### src/rtl/product_bcd_conv_pkg.sv
// Shared types and constants for the signed-product to BCD converter.
// Digit correction thresholds and the FSM state encoding live here.
package product_bcd_pkg;

    typedef enum logic [1:0] {
        IDLE    = 2'd0,
        CONVERT = 2'd1,
        DONE    = 2'd2
    } state_t;

    localparam logic [3:0] ADD3_THRESHOLD = 4'd5;
    localparam logic [3:0] ADD3_VALUE     = 4'd3;

    localparam int WIDTH_DEFAULT  = 14;
    localparam int DIGITS_DEFAULT = 5;
    localparam int CNT_W_DEFAULT  = $clog2(WIDTH_DEFAULT);

endpackage

### src/rtl/product_bcd_conv_if.sv
// Handshake and result bundle between the product register side and the converter.
// The master drives start/product; the converter (slave) returns status and digits.
interface product_bcd_conv_if #(
    parameter int WIDTH  = 14,
    parameter int DIGITS = 5
);
    logic                      start;
    logic signed [WIDTH-1:0]   product;
    logic                      busy;
    logic                      done;
    logic                      sign;
    logic [4*DIGITS-1:0]       bcd;

    modport master (
        output start,
        output product,
        input  busy,
        input  done,
        input  sign,
        input  bcd
    );

    modport slave (
        input  start,
        input  product,
        output busy,
        output done,
        output sign,
        output bcd
    );
endinterface

### src/rtl/product_bcd_conv_bcd_add3.sv
// Single-digit double-dabble correction: digits of five or more get three added
// so that the following left shift carries cleanly into the next decade.
module bcd_add3
    import product_bcd_pkg::*;
(
    input  logic [3:0] din,
    output logic [3:0] dout
);

    always_comb begin
        dout = din;
        if (din >= ADD3_THRESHOLD) begin
            dout = din + ADD3_VALUE;
        end
    end

endmodule

### src/rtl/product_bcd_conv.sv
// Sequential double-dabble conversion of a signed product into sign plus packed BCD,
// one magnitude bit per clock, with a start/busy/done handshake.
module product_bcd_conv
    import product_bcd_pkg::*;
#(
    parameter int WIDTH  = WIDTH_DEFAULT,
    parameter int DIGITS = DIGITS_DEFAULT
) (
    input  logic                clk,
    input  logic                rst_n,
    product_bcd_conv_if.slave   bus
);

    localparam int CNT_W = $clog2(WIDTH);
    localparam int BCD_W = 4 * DIGITS;

    state_t                     state;
    state_t                     state_next;

    logic [CNT_W-1:0]           count;
    logic [WIDTH-1:0]           mag;
    logic [BCD_W-1:0]           scratch;
    logic [BCD_W-1:0]           scratch_adj;
    logic                       sign_q;

    logic                       done_r;
    logic                       sign_r;
    logic [BCD_W-1:0]           bcd_r;

    logic [WIDTH-1:0]           product_u;
    logic [WIDTH-1:0]           product_abs;

    // Magnitude is taken modulo 2^WIDTH, so the most negative input maps to
    // 2^(WIDTH-1) which still fits as an unsigned WIDTH-bit value.
    function automatic logic [WIDTH-1:0] abs_value(input logic [WIDTH-1:0] v);
        logic [WIDTH-1:0] r;
        r = v;
        if (v[WIDTH-1]) begin
            r = ~v + WIDTH'(1);
        end
        return r;
    endfunction

    assign product_u   = bus.product;
    assign product_abs = abs_value(product_u);

    for (genvar d = 0; d < DIGITS; d++) begin : g_digit
        bcd_add3 u_add3 (
            .din  (scratch[4*d +: 4]),
            .dout (scratch_adj[4*d +: 4])
        );
    end

    always_ff @(posedge clk) begin
        if (!rst_n) begin
            state <= IDLE;
        end else begin
            state <= state_next;
        end
    end

    always_comb begin
        state_next = state;
        case (state)
            IDLE: begin
                if (bus.start) begin
                    state_next = CONVERT;
                end
            end
            CONVERT: begin
                if (count == '0) begin
                    state_next = DONE;
                end
            end
            DONE: begin
                state_next = IDLE;
            end
            default: begin
                state_next = IDLE;
            end
        endcase
    end

    // Scratch digits are corrected before every shift; the magnitude MSB
    // enters the units digit as the combined register moves left.
    always_ff @(posedge clk) begin
        if (!rst_n) begin
            count   <= '0;
            mag     <= '0;
            scratch <= '0;
            sign_q  <= 1'b0;
            done_r  <= 1'b0;
            sign_r  <= 1'b0;
            bcd_r   <= '0;
        end else begin
            done_r <= 1'b0;
            case (state)
                IDLE: begin
                    if (bus.start) begin
                        sign_q  <= product_u[WIDTH-1];
                        mag     <= product_abs;
                        scratch <= '0;
                        count   <= CNT_W'(WIDTH - 1);
                    end
                end
                CONVERT: begin
                    scratch <= {scratch_adj[BCD_W-2:0], mag[WIDTH-1]};
                    mag     <= {mag[WIDTH-2:0], 1'b0};
                    if (count != '0) begin
                        count <= count - CNT_W'(1);
                    end
                end
                DONE: begin
                    sign_r <= sign_q;
                    bcd_r  <= scratch;
                    done_r <= 1'b1;
                end
                default: begin
                end
            endcase
        end
    end

    // The done cycle is already IDLE internally but is still reported busy.
    assign bus.busy = (state != IDLE) | done_r;
    assign bus.done = done_r;
    assign bus.sign = sign_r;
    assign bus.bcd  = bcd_r;

endmodule

### src/flat_wrapper.sv
// flat-port wrapper written by rule: the top's interface ports become plain ports
module product_bcd_conv_flat import product_bcd_pkg::*;
#(
    parameter int WIDTH  = WIDTH_DEFAULT,
    parameter int DIGITS = DIGITS_DEFAULT
)
  (clk, rst_n, bus_start, bus_product, bus_busy, bus_done, bus_sign, bus_bcd);
  product_bcd_conv_if #(.WIDTH(WIDTH), .DIGITS(DIGITS)) bus_i ();
  input  logic clk;
  input  logic rst_n;
  input wire logic [$bits(bus_i.start)-1:0] bus_start;
  input wire logic [$bits(bus_i.product)-1:0] bus_product;
  output wire logic [$bits(bus_i.busy)-1:0] bus_busy;
  output wire logic [$bits(bus_i.done)-1:0] bus_done;
  output wire logic [$bits(bus_i.sign)-1:0] bus_sign;
  output wire logic [$bits(bus_i.bcd)-1:0] bus_bcd;
  assign bus_i.start = bus_start;
  assign bus_i.product = bus_product;
  assign bus_busy = bus_i.busy;
  assign bus_done = bus_i.done;
  assign bus_sign = bus_i.sign;
  assign bus_bcd = bus_i.bcd;
  product_bcd_conv #(.WIDTH(WIDTH), .DIGITS(DIGITS)) u_core (.clk(clk), .rst_n(rst_n), .bus(bus_i));
endmodule
### config.mk
export PLATFORM = sky130hd
export DESIGN_NAME = product_bcd_conv_flat
export DESIGN_NICKNAME = d
export VERILOG_FILES = /design/src/rtl/product_bcd_conv_pkg.sv /design/src/rtl/product_bcd_conv_if.sv /design/src/rtl/product_bcd_conv_bcd_add3.sv /design/src/rtl/product_bcd_conv.sv /design/src/flat_wrapper.sv
export SDC_FILE = /design/constraint.sdc
export NUM_CORES = 1
export LEC_CHECK = 0
export CELL_PAD_IN_SITES_DETAIL_PLACEMENT = 1
export CELL_PAD_IN_SITES_GLOBAL_PLACEMENT = 1
export CORE_MARGIN = 4
export CORE_UTILIZATION = 45
export DETAILED_ROUTE_END_ITERATION = 8
export GPL_ROUTABILITY_DRIVEN = 0
export PLACE_DENSITY = 0.85
export SETUP_SLACK_MARGIN = 0.2
export SLEW_MARGIN = 0
export SYNTH_ARGS = -nofsm -noshare
export SYNTH_HDL_FRONTEND = slang
export SYNTH_SLANG_ARGS = --single-unit
### constraint.sdc
create_clock -name clk -period 3.5 [get_ports clk]
set_input_delay 0.525 -clock clk [delete_from_list [all_inputs] [get_ports clk]]
set_output_delay 0.525 -clock clk [all_outputs]
set_load 0.02 [all_outputs]
* Yosys cells after proc, flatten, opt, wreduce, memory -nomap -nowiden *
Cells that the tools add are included.

operators by class
  muxes and demuxes = 17
  magnitude comparators = 5
  equal/unequal tests = 5
  bitwise logic cells = 2
  add/sub/neg operators = 7
  reduce and logical (&&, ||, !) cells = 9

operators with widths
  operator                 number
  $pmux W20 S2             1
  $mux W14                 2
  $pmux W14 S2             1
  $mux W4                  6
  $ge A4 B3 Y1 const B     5
  $mux W20                 1
  $add A4 B2 Y4 const B    4
  $add A14 B1 Y14 const B  1
  $not A14 Y14             1
  $pmux W4 S2              1
  $reduce_and A2 Y1        3
  $logic_not A4 Y1         1
  $mux W2                  2
  $ne A2 B1 Y1 const B     2
  $pmux W2 S2              1
  $reduce_bool A2 Y1       2
  $reduce_bool A4 Y1       1
  $sub A4 B1 Y4 const B    1
  $add A3 B2 Y3 const B    1
  $mux W3                  1
  $reduce_and A3 Y1        1
  $eq A2 B1 Y1 const B     1
  $eq A2 B2 Y1 const B     1
  $logic_not A2 Y1         1
  3 further kinds          3

storage, ports and cells
  output and inout port bits = 23
  bits of input ports = 17
  word-level logic and storage cells = 53
  flip-flop bits (word level) = 63

* Depth between registers and ports, before layout *
Gate-level depths: netlist (run 1).

  depth after elaboration = 5
  mapped depth = 7
  depth with buffers taken out = 7

* Modules after synthesis *
Synthesis (run 1) repeated with hierarchy kept, for this count alone.

second synthesis, totals
  cells, all modules = 367
  area, all modules = 3044.2 um^2

modules (own cells, without submodules)
  module            times used  sequential area each (um^2)  cells an instance  area each (um^2)
  product_bcd_conv  1           1261.2                       287                2537.4
  bcd_add3          5           0.0                          16                 101.3

* Least setup slack after synthesis (run 1) *
OpenSTA, ideal clock, no wires.

  kind = input-to-reg
  from = input port bus_product[8]
  to = register u_core.mag[11]
  library setup time = 0.126 ns
  stages on the path = 5
  buffers on the path = 0
  path slack = 1.612 ns
  required time = 3.374 ns
  data arrival time = 1.762 ns
  cell sequence = or4_4 or4_4 nand2_2 xor2_2 a21oi_1

between the ends
  longest elaborated chain between the ends = 5

RTL lines
  element               RTL line                 text
  from (decl)           flat_wrapper.sv:12       input wire logic [$bits(bus_i.product)-1:0] bus_product;
  $not A14 Y14          product_bcd_conv.sv:39   r = ~v + WIDTH'(1);
  $add A14 B1 Y14       product_bcd_conv.sv:39
  $mux W14              product_bcd_conv.sv:38   if (v[WIDTH-1]) begin
  $mux W14              product_bcd_conv.sv:99   if (bus.start) begin
  $pmux W14 S2          product_bcd_conv.sv:97   case (state)
  to (signal assigned)  product_bcd_conv.sv:101  mag <= product_abs;
  to (signal assigned)  product_bcd_conv.sv:108  mag <= {mag[WIDTH-2:0], 1'b0};
  to (decl)             product_bcd_conv.sv:21   logic [WIDTH-1:0] mag;

No other way between the ends. The select of a mux whose other input is x is not followed.
A chain may end at the register's enable or synchronous reset.

* Worst setup path after layout (run 1) *
  from = register u_core.state[0]
  to = output port bus_busy

between the ends
  longest elaborated chain between the ends = 2

RTL lines
  element                 RTL line                 text
  from (decl)             product_bcd_conv.sv:17   state_t state;
  from (signal assigned)  product_bcd_conv.sv:58   state <= state_next;
  $reduce_bool A2 Y1      product_bcd_conv.sv:125  assign bus.busy = (state != IDLE) | done_r;
  $or A1 B1 Y1            product_bcd_conv.sv:125
  to (decl)               flat_wrapper.sv:13       output wire logic [$bits(bus_i.busy)-1:0] bus_busy;

No other way between the ends.

==> key figures, run 1 <==
Finish
  • Final cell count without fillers: 501
  • P&R area growth vs syn: 20.1%
  • Share of layout cells above drive strength 1: 7.16%
  • Antenna cells: 0
  • Util after Layout: 55.4%
  • Layout net count: 431
  • Post-route cell area: 3760 um^2

Timing
  • Final setup violation count: 0
  • Final TNS setup: 0 ns
  • Tmin final: 2.19 ns
  • RSZ-0062 raised after global routing: false
  • Min Hold Slack: 0.458 ns
  • Maximum clock rate: 456 MHz
  • Final Hold Viols: 0
  • Worst clock skew: 0.00553 ns
  • Tcrit/Tclk final: 62.7%
  • Worst Max-Slew Pin Slew: 0.832 ns
  • Fin. max-slew vios: 0
  • Final worst slack: 1.31 ns
  • Slew margin rel.: 44.5%

Detailed routing
  • Vias: 2620
  • Vias per cell: 5.23
  • Final antenna-violating net count: 0
  • WL final: 7160 um
  • DR iter-0 viols: 88
  • Drt pass-1 iters: 4
  • DRC errors left: 0
  • Wire per inst: 14.3 um

Worst setup path
  • Critical path startpoint category: register
  • Worst path max stage delay: 0.55 ns
  • CP max-delay cell: clkdlybuf4s50_1
  • Worst path cell trace: or3_1, clkdlybuf4s50_1
  • CP Capture Type: output pin
  • Crit Path Max Fanout: 8
  • WS Path Type: reg2out
  • Crit path DAT: 1.67 ns
  • R2r setup slk: 1.64 ns
  • CP startpoint: u_core.state[0]$_SDFFE_PN0P_
  • Required time of the critical path: 2.97 ns
  • Critical R2R Launch: u_core.scratch[5]$_SDFFE_PN0P_

Floorplan
  • Die Span X: 91.4 um
  • Number of placement rows: 30
  • Die ar.: 8350 um^2
  • Initial Utilization: 46.1%
  • Core ar.: 6790 um^2
  • Die height: 91.4 um
  • Boundary Pins: 40

Power
  • Sw frac: 26.3%
  • Total power: 1.51 mW
  • VDD IR max: 0.000176 V
  • Int Power: 1.11 mW
  • Switching component of the power: 397 uW
  • Pwr/cell area: 402 nW/um^2
  • Comb pwr share: 13.7%
  • Clk pwr share: 36.0%
  • Sequential share of power: 50.4%
  • Leakage: 1.31 nW

Outcome
  • Status: complete, no violations

Place
  • Placed Cells: 487
  • DP HPWL: 5260 um
  • Pre-CTS WS: 1.04 ns
  • Area after DPL: 3600 um^2
  • I/O Buffers: 39

Clock network
  • CTS tree: done
  • CTS Buffer Depth: 2
  • Worst-path clk slew: 0.06 ns
  • Clk Tree Root Cell: clkbuf_8
  • Clock buffer count from CTS: 9
  • Sink Count: 63
  • Skew-Pair Late Insertion Delay: 0.34 ns
  • Setup bufs post-CTS: 0
  • Hold Buf Count CTS: 0
  • H-tree depth: 3
  • Post-CTS sizing: 0

Synth
  • Syn_area_per_cell: 8.48 um^2
  • Net Count, Synth: 398
  • Yosys warns: 0
  • Count of different cell masters after synthesis: 40
  • Synthesized cell area: 3130 um^2
  • Register area share after synthesis: 40.3%
  • Register bit count reported by yosys: 63
  • Cells after Synth: 369

Hold path
  • Min-Delay Path Class: reg2reg
  • Hold_sp: u_core.bus.bcd[15]$_SDFFE_PN0P_

GRT
  • Grt ovf: 0
  • Pin count of the biggest net entering global routing: 30
  • First-pass GRT wire length: 12500 um
  • Vias in the first global route: 2750
  • All-layer global routing usage: 18.4%
  • Antenna violations before repair: 0

Job
  • MaxCap Viol Count: 0
[critical path: cells and delay by family, from the launching register on]
family / cells / cell delay (ns)
DFF: 1 / 0.38
buffers and inverters: 1 / 0.55
and+or+nand+nor: 1 / 0.40
[state kept, by name, summed over array words and instances (netlist names)]
register         flops
u_core.scratch      20
u_core.state         2
u_core.mag          14
u_core.bus.sign      1
u_core.bus.done      1
u_core.bus.bcd      20
u_core.count         4
u_core.sign_q        1
[logic make-up after synthesis]
family | share of synthesized area [%]
and+or+nand+nor | 20.7
AOI/OAI and AO/OA | 20.8
DFF | 40.3
buffers and inverters | 4.52
xor gates and xnor gates | 6.12
adders and majority gates | 4.80
muxes | 2.72
[final timing paths]
| path | to | depth (start not counted) |
|---|---|---|
| max | bus_busy | 2 |
| min | u_core.bus.bcd[15]$_SDFFE_PN0P_ | 2 |
| max reg2reg | u_core.scratch[6]$_SDFFE_PN0P_ | 7 |
| min reg2reg | u_core.bus.bcd[15]$_SDFFE_PN0P_ | 2 |
[power by group through the flow]
stage	combinational [mW]	clock [mW]	sequential (mW)
2_1_floorplan	0.141	0	0.771
3_3_place_gp	0.202	0	0.775
3_5_place_dp	0.209	0	0.776
4_1_cts	0.212	0.561	0.761
5_1_grt	0.233	0.600	0.764
6_report	0.207	0.544	0.761
[routing by layer]
| layer | part of all wire, % | vias to the layer above | track usage [%] | routed length [um] |
|---|---|---|---|---|
| met3 | 3.1 | 8 | 4.72 | 225 |
| li1 | - | 1312 | - | - |
| met4 | 1.5 | 0 | 7.29 | 106 |
| met5 | 0 | - | 0 | 0 |
| met1 | 45 | 1256 | 21.1 | 3200 |
| met2 | 51 | 44 | 32.5 | 3630 |
[cell usage after synthesis, drive strengths merged]
| master | instances | area, um^2 |
|---|---|---|
| and3 | 1 | 6.26 |
| a21oi | 12 | 60.1 |
| or2 | 1 | 6.26 |
| ha | 12 | 150 |
| o21bai | 1 | 7.51 |
| a21boi | 30 | 225 |
| o41ai | 2 | 25.0 |
| inv | 15 | 56.3 |
| mux2 | 4 | 45.0 |
| a221oi | 1 | 8.76 |
| buf | 4 | 17.5 |
| nor3 | 10 | 50.1 |
| nor2 | 5 | 18.8 |
| o21ai | 27 | 135 |
| nor3b | 1 | 7.51 |
| xor2 | 12 | 113 |
| a22o | 4 | 35.0 |
| and2 | 13 | 81.3 |
| o31ai | 4 | 35.0 |
| nand3 | 7 | 35.0 |
| clkbuf | 18 | 67.6 |
| o21a | 1 | 7.51 |
| dfxtp | 63 | 1260 |
| mux2i | 4 | 40.0 |
| or4 | 2 | 22.5 |
| nand2 | 62 | 235 |
| nor2b | 16 | 100 |
| xnor2 | 9 | 78.8 |
| a22oi | 15 | 113 |
| nor4 | 1 | 6.26 |
| nand2b | 9 | 56.3 |
| or3 | 3 | 23.8 |
[cell type report]
cell class	instances	area, um^2
Multi-Input combinational cell	269	1730
Fill cell	802	3030
Sequential cell	63	1260
Timing Repair Buffer	44	428
Clock buffer	13	159
Inverter	15	56.3
Clock inverter	1	5.00
Tap cell	96	120
[placed cells by master (no fill, tap or decap), types with 2 or more instances in the layout]
| cell type | count |
|---|---|
| a22oi_1 | 15 |
| clkbuf_8 | 11 |
| o21ai_1 | 7 |
| nor2b_1 | 16 |
| nor2_1 | 5 |
| ha_1 | 12 |
| xor2_1 | 11 |
| a21boi_0 | 26 |
| or3_1 | 2 |
| nor3_1 | 10 |
| buf_4 | 5 |
| mux2i_1 | 4 |
| nand3_1 | 7 |
| nand2_1 | 61 |
| a21boi_1 | 4 |
| and2_1 | 13 |
| inv_1 | 15 |
| clkdlybuf4s50_1 | 39 |
| mux2_2 | 4 |
| or4_4 | 2 |
| dfxtp_1 | 63 |
| a21oi_1 | 12 |
| a22o_1 | 4 |
| o21ai_0 | 20 |
| o31ai_1 | 3 |
| clkbuf_1 | 2 |
| xnor2_1 | 9 |
| nand2b_1 | 9 |
Note: power is estimated with default switching activity, not from simulation.
==> run 2: changes to the inputs <==
--- a/config.mk
+++ b/config.mk
@@ -8,10 +8,10 @@
 export CELL_PAD_IN_SITES_DETAIL_PLACEMENT = 1
 export CELL_PAD_IN_SITES_GLOBAL_PLACEMENT = 1
 export CORE_MARGIN = 4
-export CORE_UTILIZATION = 45
+export CORE_UTILIZATION = 37
 export DETAILED_ROUTE_END_ITERATION = 8
 export GPL_ROUTABILITY_DRIVEN = 0
-export PLACE_DENSITY = 0.85
+export PLACE_DENSITY = 0.75
 export SETUP_SLACK_MARGIN = 0.2
 export SLEW_MARGIN = 0
 export SYNTH_ARGS = -nofsm -noshare
==> constraint.sdc (replaced) <==
create_clock -name clk -period 1.8 [get_ports clk]
set_input_delay 0.27 -clock clk [delete_from_list [all_inputs] [get_ports clk]]
set_output_delay 0.27 -clock clk [all_outputs]
set_load 0.02 [all_outputs]
==> key figures, run 2 (synthesized netlist as in run 1, its figures left out) <==
Place
  • I/O Buffers: 39 (unchanged)
  • Placed Cells: 523 (was 487)
  • DP HPWL: 5250 um (was 5260 um)

Floorplan
  • Boundary Pins: 40 (unchanged)
  • Die Span X: 100 um (was 91.4 um)
  • Die height: 100 um (was 91.4 um)
  • Initial Utilization: 38.1% (was 46.1%)
  • Number of placement rows: 33 (was 30)
  • Core ar.: 8220 um^2 (was 6790 um^2)
  • Die ar.: 10000 um^2 (was 8350 um^2)

Timing
  • Tcrit/Tclk final: 87.4%
  • Worst clock skew: 0.00756 ns (was 0.00553 ns)
  • Fin. max-slew vios: 0 (unchanged)
  • Tmin final: 1.57 ns
  • Final Hold Viols: 0 (unchanged)
  • RSZ-0062 raised after global routing: true (was false)
  • Worst Max-Slew Pin Slew: 0.312 ns (was 0.832 ns)
  • Slew margin rel.: 78.9% (was 44.5%)
  • Final setup violation count: 0 (unchanged)
  • Maximum clock rate: 636 MHz

Detailed routing
  • DR iter-0 viols: 99 (was 88)
  • Wire per inst: 14.3 um (about the same)
  • DRC errors left: 0 (unchanged)
  • Final antenna-violating net count: 0 (unchanged)
  • Vias per cell: 5.14 (was 5.23)
  • Vias: 2773 (was 2620)
  • Drt pass-1 iters: 4 (unchanged)
  • WL final: 7700 um (was 7160 um)

Finish
  • Layout net count: 461 (was 431)
  • Final cell count without fillers: 540 (was 501)
  • Most frequent cells in the layout: nand2_1, dfxtp_1, buf_4 (was dfxtp_1, nand2_1, clkdlybuf4s50_1)
  • Share of layout cells above drive strength 1: 18.4% (was 7.16%)
  • P&R area growth vs syn: 30.7% (was 20.1%)
  • Fillers: 978 (was 802)
  • Commonest non-fill, non-tap cell in the layout: nand2_1 (was dfxtp_1)
  • Antenna cells: 0 (unchanged)

GRT
  • All-layer global routing usage: 15.9% (was 18.4%)
  • Grt ovf: 0 (unchanged)
  • First-pass GRT wire length: 12800 um (was 12500 um)
  • Pin count of the biggest net entering global routing: 65 (was 30)
  • Vias in the first global route: 2744 (was 2750)
  • Antenna violations before repair: 0 (unchanged)

Clock network
  • CTS tree: done (unchanged)
  • Hold Buf Count CTS: 0 (unchanged)
  • Clk Tree Root Cell: clkbuf_8 (unchanged)
  • Sink Count: 63 (unchanged)
  • CTS Buffer Depth: 2 (unchanged)
  • Clock buffer count from CTS: 9 (unchanged)
  • Worst-path clk slew: 0.07 ns (was 0.06 ns)
  • H-tree depth: 3 (unchanged)
  • Skew-Pair Late Insertion Delay: 0.34 ns (about the same)

Worst setup path
  • Critical path startpoint category: register (unchanged)
  • Crit path DAT: 1.86 ns (was 1.67 ns)
  • WS Path Type: reg2reg (was reg2out)
  • CP max-delay cell: dfxtp_2 (was clkdlybuf4s50_1)
  • Worst path cell trace: inv_1, ha_1, nand2b_1, a21oi_2, mux2_2, o21ai_0, and2_1 (was or3_1, clkdlybuf4s50_1)
  • Worst path max stage delay: 0.35 ns (was 0.55 ns)
  • Crit Path Max Fanout: 4 (was 8)
  • CP Capture Type: register (was output pin)
  • Required time of the critical path: 2.09 ns (was 2.97 ns)
  • FF-to-FF path depth: 7 (unchanged)

Power
  • Pwr/cell area: 743 nW/um^2 (was 402 nW/um^2)
  • VDD IR max: 0.000354 V (was 0.000176 V)
  • Leakage: 1.52 nW (was 1.31 nW)
  • Total power: 3.04 mW (was 1.51 mW)

Hold path
  • Min-Delay Path Class: reg2reg (unchanged)
  • Min-Delay Path Depth: 2 (unchanged)

Job
  • MaxCap Viol Count: 0 (unchanged)

Outcome
  • Status: complete, no violations (unchanged)
-- run 2: changes by cell type in the layout (fill, tap and decap cells not counted), sizes merged --
cell           before  now
clkbuf             13   14
dlygate4sd2         0   10
buf                 5   35
clkdlybuf4s50      39   26
clkdlybuf4s15       0    1
dlymetal6s2s        0    1
-- run 2: timing repair --
| action | in CTS | in global routing |
|---|---|---|
| endpoints found under the setup margin | 14 | 16 |
| setup buffers | 1 | 2 |
| gates resized for setup | 26 | 18 |
| hold endpoints to repair | 0 | 0 |
| pin swaps | 9 | 10 |
-- run 2: critical path: cells and delay by family (launching register included) --
kind | cells | cell delay, ns
flops | 1 | 0.35
simple gates | 2 | 0.28
buf+inv | 1 | 0.07
compound gates | 2 | 0.30
mux | 1 | 0.34
fa+ha+maj | 1 | 0.17
-- run 2: metal layers --
metal  wire, um  GRT usage (%)  part of all wire, %
met2       3900           28.6                   51
met3        243           2.29                  3.2
met5          0              0                    0
met1       3420           18.5                   44
met4        127           7.77                  1.6
-- run 2: power by group --
group / switching [mW] / internal (mW) / leakage [nW]
clock: 0.503 / 0.558 / 0.0854
combinational: 0.272 / 0.227 / 0.923
sequential: 0.0360 / 1.44 / 0.514
total: 0.811 / 2.23 / 1.52
-- run 2: layout make-up --
type / instances / area (um^2) / area share (%)
Clock inverter: 1 / 5.00 / 0.122
Inverter: 15 / 56.3 / 1.38
Sequential cell: 63 / 1270 / 31.1
Tap cell: 105 / 131 / 3.21
Clock buffer: 13 / 159 / 3.88
Multi-Input combinational cell: 269 / 1800 / 43.9
Timing Repair Buffer: 74 / 671 / 16.4
-- run 2: path summary, 6_finish.rpt --
kind,from,slack (ns),endpoint
max,u_core.scratch[13]$_SDFFE_PN0P_,0.23,u_core.scratch[14]$_SDFFE_PN0P_
min,u_core.bus.bcd[15]$_SDFFE_PN0P_,0.46,u_core.bus.bcd[15]$_SDFFE_PN0P_
max reg2reg,u_core.scratch[13]$_SDFFE_PN0P_,0.23,u_core.scratch[14]$_SDFFE_PN0P_
min reg2reg,u_core.bus.bcd[15]$_SDFFE_PN0P_,0.46,u_core.bus.bcd[15]$_SDFFE_PN0P_
-- run 2: metrics by stage --
stage | instance area (um^2) | util [%] | hold slack [ns] | worst slack (ns) | setup TNS, ns
floorplan | 3130 | - | 0.441 | 0.177 | 0
global placement | 3840 | 46.7 | 0.450 | -0.282 | -1.39
detailed placement | 3840 | 46.7 | 0.459 | -0.334 | -1.91
CTS | 4030 | 49.0 | 0.453 | 0.149 | 0
global route | 4090 | 49.8 | 0.491 | 0.118 | 0
finish | 4090 | 49.8 | 0.461 | 0.227 | 0
